==> src/rtl/char_ram_write_arbiter.sv <==
// Round-robin arbiter for the character RAM write port (port A) with locked bursts and a burst cap.
// Define CHAR_RAM_VBLANK_GATE_EN to hold off all writes and freeze arbitration while visible is high.
module char_ram_write_arbiter #(
    parameter int NUM_REQ   = 4,
    parameter int ADDR_W    = 13,
    parameter int DATA_W    = 7,
    parameter int MAX_BURST = 16
) (
    input  logic                        clk,
    input  logic                        reset,
    input  logic                        visible,
    input  logic [NUM_REQ-1:0]          req,
    input  logic [NUM_REQ-1:0]          lock,
    input  logic [NUM_REQ*ADDR_W-1:0]   reqAddr,
    input  logic [NUM_REQ*DATA_W-1:0]   reqData,
    output logic [NUM_REQ-1:0]          ack,
    output logic                        charRamWrEn,
    output logic [ADDR_W-1:0]           charRamAddr,
    output logic [DATA_W-1:0]           charRamData,
    output logic [$clog2(NUM_REQ)-1:0]  ownerId,
    output logic                        busy
);

    localparam int         IDX_W       = $clog2(NUM_REQ);
    localparam logic [7:0] MAX_BURST_C = 8'(MAX_BURST);

    typedef enum logic {
        IDLE  = 1'b0,
        BURST = 1'b1
    } state_e;

    state_e             state_q, state_d;
    logic [IDX_W-1:0]   rr_ptr_q, rr_ptr_d;
    logic [IDX_W-1:0]   owner_q, owner_d;
    logic [7:0]         burst_cnt_q, burst_cnt_d;

    logic               wr_en_q, wr_en_d;
    logic [NUM_REQ-1:0] ack_q, ack_d;
    logic [ADDR_W-1:0]  addr_q, addr_d;
    logic [DATA_W-1:0]  data_q, data_d;
    logic [IDX_W-1:0]   owner_id_q, owner_id_d;

    logic               stall;
    logic               rr_found;
    logic [IDX_W-1:0]   rr_win;
    logic               grant_vld;
    logic [IDX_W-1:0]   grant_idx;

`ifdef CHAR_RAM_VBLANK_GATE_EN
    assign stall = visible;
`else
    logic unused_visible;
    assign stall          = 1'b0;
    assign unused_visible = visible;
`endif

    function automatic logic [IDX_W-1:0] next_idx(input logic [IDX_W-1:0] i);
        return (i == IDX_W'(NUM_REQ - 1)) ? '0 : i + IDX_W'(1);
    endfunction

    // Round-robin search: first set req bit at or above rr_ptr_q, wrapping at NUM_REQ.
    always_comb begin
        int               idx;
        logic [IDX_W-1:0] cand;
        // NOTE: every combinationally written signal gets a default first so no latch is inferred.
        rr_found = 1'b0;
        rr_win   = '0;
        idx      = 0;
        cand     = '0;
        for (int k = 0; k < NUM_REQ; k++) begin
            idx = int'(rr_ptr_q) + k;
            if (idx >= NUM_REQ) begin
                idx = idx - NUM_REQ;
            end
            cand = IDX_W'(idx);
            if (!rr_found && req[cand]) begin
                rr_found = 1'b1;
                rr_win   = cand;
            end
        end
    end

    always_comb begin
        grant_vld = 1'b0;
        grant_idx = rr_win;
        if (!stall) begin
            if (state_q == BURST) begin
                grant_vld = req[owner_q];
                grant_idx = owner_q;
            end else begin
                grant_vld = rr_found;
            end
        end
    end

    // State register, including the registered output stage.
    always_ff @(posedge clk or posedge reset) begin
        if (reset) begin
            state_q     <= IDLE;
            rr_ptr_q    <= '0;
            owner_q     <= '0;
            burst_cnt_q <= '0;
            wr_en_q     <= 1'b0;
            ack_q       <= '0;
            addr_q      <= '0;
            data_q      <= '0;
            owner_id_q  <= '0;
        end else begin
            // NOTE: non-blocking assignments so every register samples pre-edge values.
            state_q     <= state_d;
            rr_ptr_q    <= rr_ptr_d;
            owner_q     <= owner_d;
            burst_cnt_q <= burst_cnt_d;
            wr_en_q     <= wr_en_d;
            ack_q       <= ack_d;
            addr_q      <= addr_d;
            data_q      <= data_d;
            owner_id_q  <= owner_id_d;
        end
    end

    // Next-state logic: a bubble with lock still held keeps the burst; lock low or the cap ends it.
    always_comb begin
        state_d     = state_q;
        rr_ptr_d    = rr_ptr_q;
        owner_d     = owner_q;
        burst_cnt_d = burst_cnt_q;
        if (!stall) begin
            case (state_q)
                IDLE: begin
                    if (rr_found) begin
                        rr_ptr_d = next_idx(rr_win);
                        if (lock[rr_win] && (MAX_BURST > 1)) begin
                            state_d     = BURST;
                            owner_d     = rr_win;
                            burst_cnt_d = 8'd1;
                        end
                    end
                end
                BURST: begin
                    if (req[owner_q]) begin
                        burst_cnt_d = burst_cnt_q + 8'd1;
                    end
                    if (!lock[owner_q] ||
                        (req[owner_q] && ((burst_cnt_q + 8'd1) == MAX_BURST_C))) begin
                        state_d     = IDLE;
                        rr_ptr_d    = next_idx(owner_q);
                        burst_cnt_d = '0;
                    end
                end
                default: state_d = IDLE;
            endcase
        end
    end

    // Output logic: address, data and ownerId hold their last values when nothing is granted.
    always_comb begin
        wr_en_d    = grant_vld;
        ack_d      = '0;
        addr_d     = addr_q;
        data_d     = data_q;
        owner_id_d = owner_id_q;
        for (int i = 0; i < NUM_REQ; i++) begin
            if (grant_vld && (grant_idx == IDX_W'(i))) begin
                ack_d[i]   = 1'b1;
                addr_d     = reqAddr[ADDR_W*i +: ADDR_W];
                data_d     = reqData[DATA_W*i +: DATA_W];
                owner_id_d = grant_idx;
            end
        end
    end

    assign ack         = ack_q;
    assign charRamWrEn = wr_en_q;
    assign charRamAddr = addr_q;
    assign charRamData = data_q;
    assign ownerId     = owner_id_q;
    assign busy        = (state_q == BURST);

endmodule

==> config.mk <==
export PLATFORM = sky130hd
export DESIGN_NAME = char_ram_write_arbiter
export DESIGN_NICKNAME = d
export VERILOG_FILES = /design/src/rtl/char_ram_write_arbiter.sv
export SDC_FILE = /design/constraint.sdc
export NUM_CORES = 1
export LEC_CHECK = 0
export ABC_AREA = 1
export CAP_MARGIN = 20
export CORE_MARGIN = 2
export CORE_UTILIZATION = 40
export DETAILED_ROUTE_END_ITERATION = 7
export PLACE_DENSITY = 0.9
export SYNTH_ARGS = -nofsm -noshare
export SYNTH_HDL_FRONTEND = slang
export SYNTH_SLANG_ARGS = --single-unit
==> constraint.sdc <==
create_clock -name clk -period 1.93 [get_ports clk]
set_clock_uncertainty 0.1 [all_clocks]
set_input_delay 0.193 -clock clk [delete_from_list [all_inputs] [get_ports clk]]
set_output_delay 0.193 -clock clk [all_outputs]
set_load 0.02 [all_outputs]
==> impl_metrics.sql <==
INSERT INTO impl_metrics (metric_group, metric, value, unit) VALUES
('outcome', 'run_status', 'complete, but fails checks', ''),
('outcome', 'failed_checks', 'setup timing', ''),
('sta', 'final-setup-viol-count', '40', ''),
('synthesis', 'synth-warning-count', '0', ''),
('global_routing', 'antenna_found_initial', '0', ''),
('worst_setup_path', 'reg2regPathDepth', '18', ''),
('placed_design', 'io_buffer_count', '117', ''),
('route', 'dr.first_iter.drc_count', '330', ''),
('synthesis', 'post_synth_fa_ha_maj_area_fraction', '0.00856', ''),
('global_routing', 'largest_net_degree_at_the_start_of_global_routing', '24', ''),
('global_routing', 'first_global_vias', '3903', ''),
('clock_network', 'cts_buf_count', '5', ''),
('route', 'vias_per_cell', '5.62', ''),
('route', 'vias', '4021', ''),
('sta', 'maxSlewHeadroom', '0.502', ''),
('synthesis', 'combinational_family_with_the_most_area_after_synthesis', 'simple AND/OR/NAND/NOR gates', ''),
('die', 'floorplan.initialDensity', '0.407', ''),
('layout', 'finalNonFillerCells', '715', ''),
('pwr', 'vdd_ir_max', '0.984', 'mV'),
('worst_setup_path', 'crit_start', 'req[0]', ''),
('clock_network', 'cts_root_buf', 'sky130_fd_sc_hd__clkbuf_8', ''),
('clock_network', 'worst_setup_hold_path_clk_slew', '80', 'ps'),
('clock_network', 'clkSinkCount', '40', ''),
('layout', 'regArea', '1000', 'um^2'),
('synthesis', 'synth_edf_count', '0', ''),
('route', 'drt_first_pass_iters', '5', ''),
('clock_network', 'clk_path_buf_depth', '2', ''),
('route', 'final_antenna_net_count', '0', ''),
('route', 'drt-wirelength-per-cell', '18.3', 'um'),
('synthesis', 'netlist_top_cells_area', 'sky130_fd_sc_hd__dfrtp_1 34%, sky130_fd_sc_hd__nand2_1 22%, sky130_fd_sc_hd__a21oi_1 8.0%', ''),
('die', 'die_h', '89.5', 'um'),
('route', 'totalWireLength', '13100', 'um'),
('synthesis', 'synth_largest_type_area_fraction', '0.342', ''),
('synthesis', 'synthSimpleGateAreaFrac', '0.347', ''),
('die', 'core', '7180', 'um^2'),
('sta', 'achievable-frequency', '398', 'MHz'),
('sta', 'final.setup.worst_slack', '-582', 'ps'),
('synthesis', 'yosysUniqueCellTypes', '31', ''),
('placed_design', 'placedInstanceArea', '4390', 'um^2'),
('die', 'die-area', '8010', 'um^2'),
('synthesis', 'yosys_register_bits', '40', ''),
('worst_setup_path', 'setup.worst_path.start_class', 'input port', ''),
('worst_setup_path', 'cp-end-kind', 'flop', ''),
('synthesis', 'synth-main-ff-cell', 'sky130_fd_sc_hd__dfrtp_1', ''),
('job', 'max_cap_violations', '0', ''),
('synthesis', 'async_reset_ff_frac', '1.00', ''),
('synthesis', 'synthesis.area', '2920', 'um^2'),
('synthesis', 'netlist.top_cell.by_area', 'sky130_fd_sc_hd__dfrtp_1', ''),
('placed_design', 'routabilityCongestion', '0.910', ''),
('sta', 'grt_setup_unrepaired', 'yes', ''),
('die', 'floorplan.die.width', '89.5', 'um'),
('clock_network', 'cts_hold_buffers', '0', ''),
('placed_design', 'dp_hpwl', '6830', 'um'),
('clock_network', 'cts_tree', 'yes', ''),
('layout', 'multi_input_area', '1950', 'um^2'),
('sta', 'hold_slack', '139', 'ps'),
('synthesis', 'mapped_cells', '450', ''),
('synthesis', 'synth_xor_area_frac', '0.0180', ''),
('layout', 'nNetsFinal', '709', ''),
('layout', 'design_area', '5370', 'um^2'),
('sta', 'timing.final.max_slew_violations', '0', ''),
('pwr', 'static-leakage-power', '2.58', 'nW'),
('min_path', 'hp-class', 'input port to async pin', ''),
('sta', 'final.setup.tns', '-18780', 'ps'),
('layout', 'final_layout_size_suffix_gt1_frac', '0.263', ''),
('worst_setup_path', 'worst-endpoint-arrival', '2640', 'ps'),
('synthesis', 'synth.area.mux_share', '0', ''),
('worst_setup_path', 'critical_path.reg2reg.startpoint', 'rr_ptr_q[1]', ''),
('layout', 'fill_cells', '449', ''),
('layout', 'syn_to_final_growth', '83.6', '%'),
('die', 'core.rowCount', '31', '');
worst paths after layout:
path	slack [ps]	to
max	-580	burst_cnt_q[4]
min	140	burst_cnt_q[3]
max reg2reg	-580	burst_cnt_q[4]
min reg2reg	390	charRamAddr[12]
max in group asynchronous	1060	charRamData[0]
min in group clk	390	charRamAddr[12]
placed cells by master, fill, tap and decap left out, drive strengths merged:
master           n
clkinv           4
or2              1
nor4             1
nand3b           1
nand4            1
o21ai           15
nor3             1
nand2          183
ha               2
a21oi           47
a31oi            1
xnor2            3
buf             57
inv             57
o21bai          20
nor2            11
a22o             1
xor2             3
nand3           39
a22oi            1
dfrtp           40
clkbuf          10
clkdlybuf4s50  117
worst max-delay path, stage by stage:
cell	delay [ps]
sky130_fd_sc_hd__clkdlybuf4s50_1	560
sky130_fd_sc_hd__inv_1	120
sky130_fd_sc_hd__nand2_1	120
sky130_fd_sc_hd__nand3_1	140
sky130_fd_sc_hd__a31oi_1	280
sky130_fd_sc_hd__nand3_4	120
sky130_fd_sc_hd__buf_4	150
sky130_fd_sc_hd__buf_6	100
sky130_fd_sc_hd__buf_4	130
sky130_fd_sc_hd__a21oi_1	120
sky130_fd_sc_hd__nand2_1	90
sky130_fd_sc_hd__nand2_2	130
sky130_fd_sc_hd__nand2_4	110
sky130_fd_sc_hd__nand2_8	130
sky130_fd_sc_hd__nand2_1	60
sky130_fd_sc_hd__o21ai_1	70
metal layers:
layer | track usage | share of wire | vias to the layer above
met5 | 0 | 0 | -
met4 | 0.134 | 0.040 | 0
met3 | 0.0591 | 0.11 | 71
li1 | - | - | 1758
met1 | 0.350 | 0.39 | 1863
met2 | 0.490 | 0.47 | 329
final cells by class:
type / instances / share of cell area
clock buffers: 6 / 0.0135
flip-flops and latches: 40 / 0.187
multi-input cells: 331 / 0.364
repair buffers: 178 / 0.364
inverters: 60 / 0.0475
clock inverters: 1 / 0.000932
well taps: 99 / 0.0231
sequential cells by signal (all words and copies together), names as in the netlist:
signal,count
ownerId,2
charRamWrEn,1
burst_cnt_q,8
charRamAddr,13
rr_ptr_q,2
charRamData,7
busy,1
owner_q,2
ack,4
Yosys cell counts (2+ instances only):
| master | instances |
|---|---|
| sky130_fd_sc_hd__o21bai_1 | 20 |
| sky130_fd_sc_hd__nand2_1 | 173 |
| sky130_fd_sc_hd__nor2_2 | 2 |
| sky130_fd_sc_hd__nor2_1 | 8 |
| sky130_fd_sc_hd__a21oi_1 | 47 |
| sky130_fd_sc_hd__inv_1 | 55 |
| sky130_fd_sc_hd__o21ai_1 | 7 |
| sky130_fd_sc_hd__nand2_2 | 7 |
| sky130_fd_sc_hd__nand2_4 | 2 |
| sky130_fd_sc_hd__buf_4 | 4 |
| sky130_fd_sc_hd__inv_2 | 4 |
| sky130_fd_sc_hd__dfrtp_1 | 40 |
| sky130_fd_sc_hd__nand3_1 | 35 |
| sky130_fd_sc_hd__buf_6 | 2 |
| sky130_fd_sc_hd__buf_2 | 11 |
| sky130_fd_sc_hd__xor2_1 | 3 |
| sky130_fd_sc_hd__ha_1 | 2 |
| sky130_fd_sc_hd__nand3_2 | 4 |
| sky130_fd_sc_hd__o21ai_0 | 8 |
| sky130_fd_sc_hd__xnor2_1 | 3 |
| sky130_fd_sc_hd__clkbuf_1 | 3 |
power by group:
part           switching [mW]  internal, mW
Clock                   0.294         0.246
Sequential              0.297          1.26
Combinational            5.93          4.79
Total                    6.52          6.29
what timing repair did:
item                       in CTS  in global routing
gates cloned                    9                  4
setup buffers                  18                  7
pin swaps                      12                 26
setup endpoints to repair      39                 39
gates resized for setup        65                 61
stage by stage:
step / utilization / power (mW) / setup WS, ps
3_3_place_gp: 0.612 / 7.99 / -435
4_1_cts: 0.706 / 11.0 / -336
2_1_floorplan: - / 6.01 / -79.6
6_report: 0.748 / 12.8 / -582
3_5_place_dp: 0.612 / 8.18 / -529
5_1_grt: 0.748 / 13.5 / -680
kinds of logic after synthesis:
group           Yosys count
flops                    40
fa+ha+maj                 2
compound gates           85
xor+xnor                  6
simple gates            237
buf+inv                  80
Power figures use the tool's default switching activity.
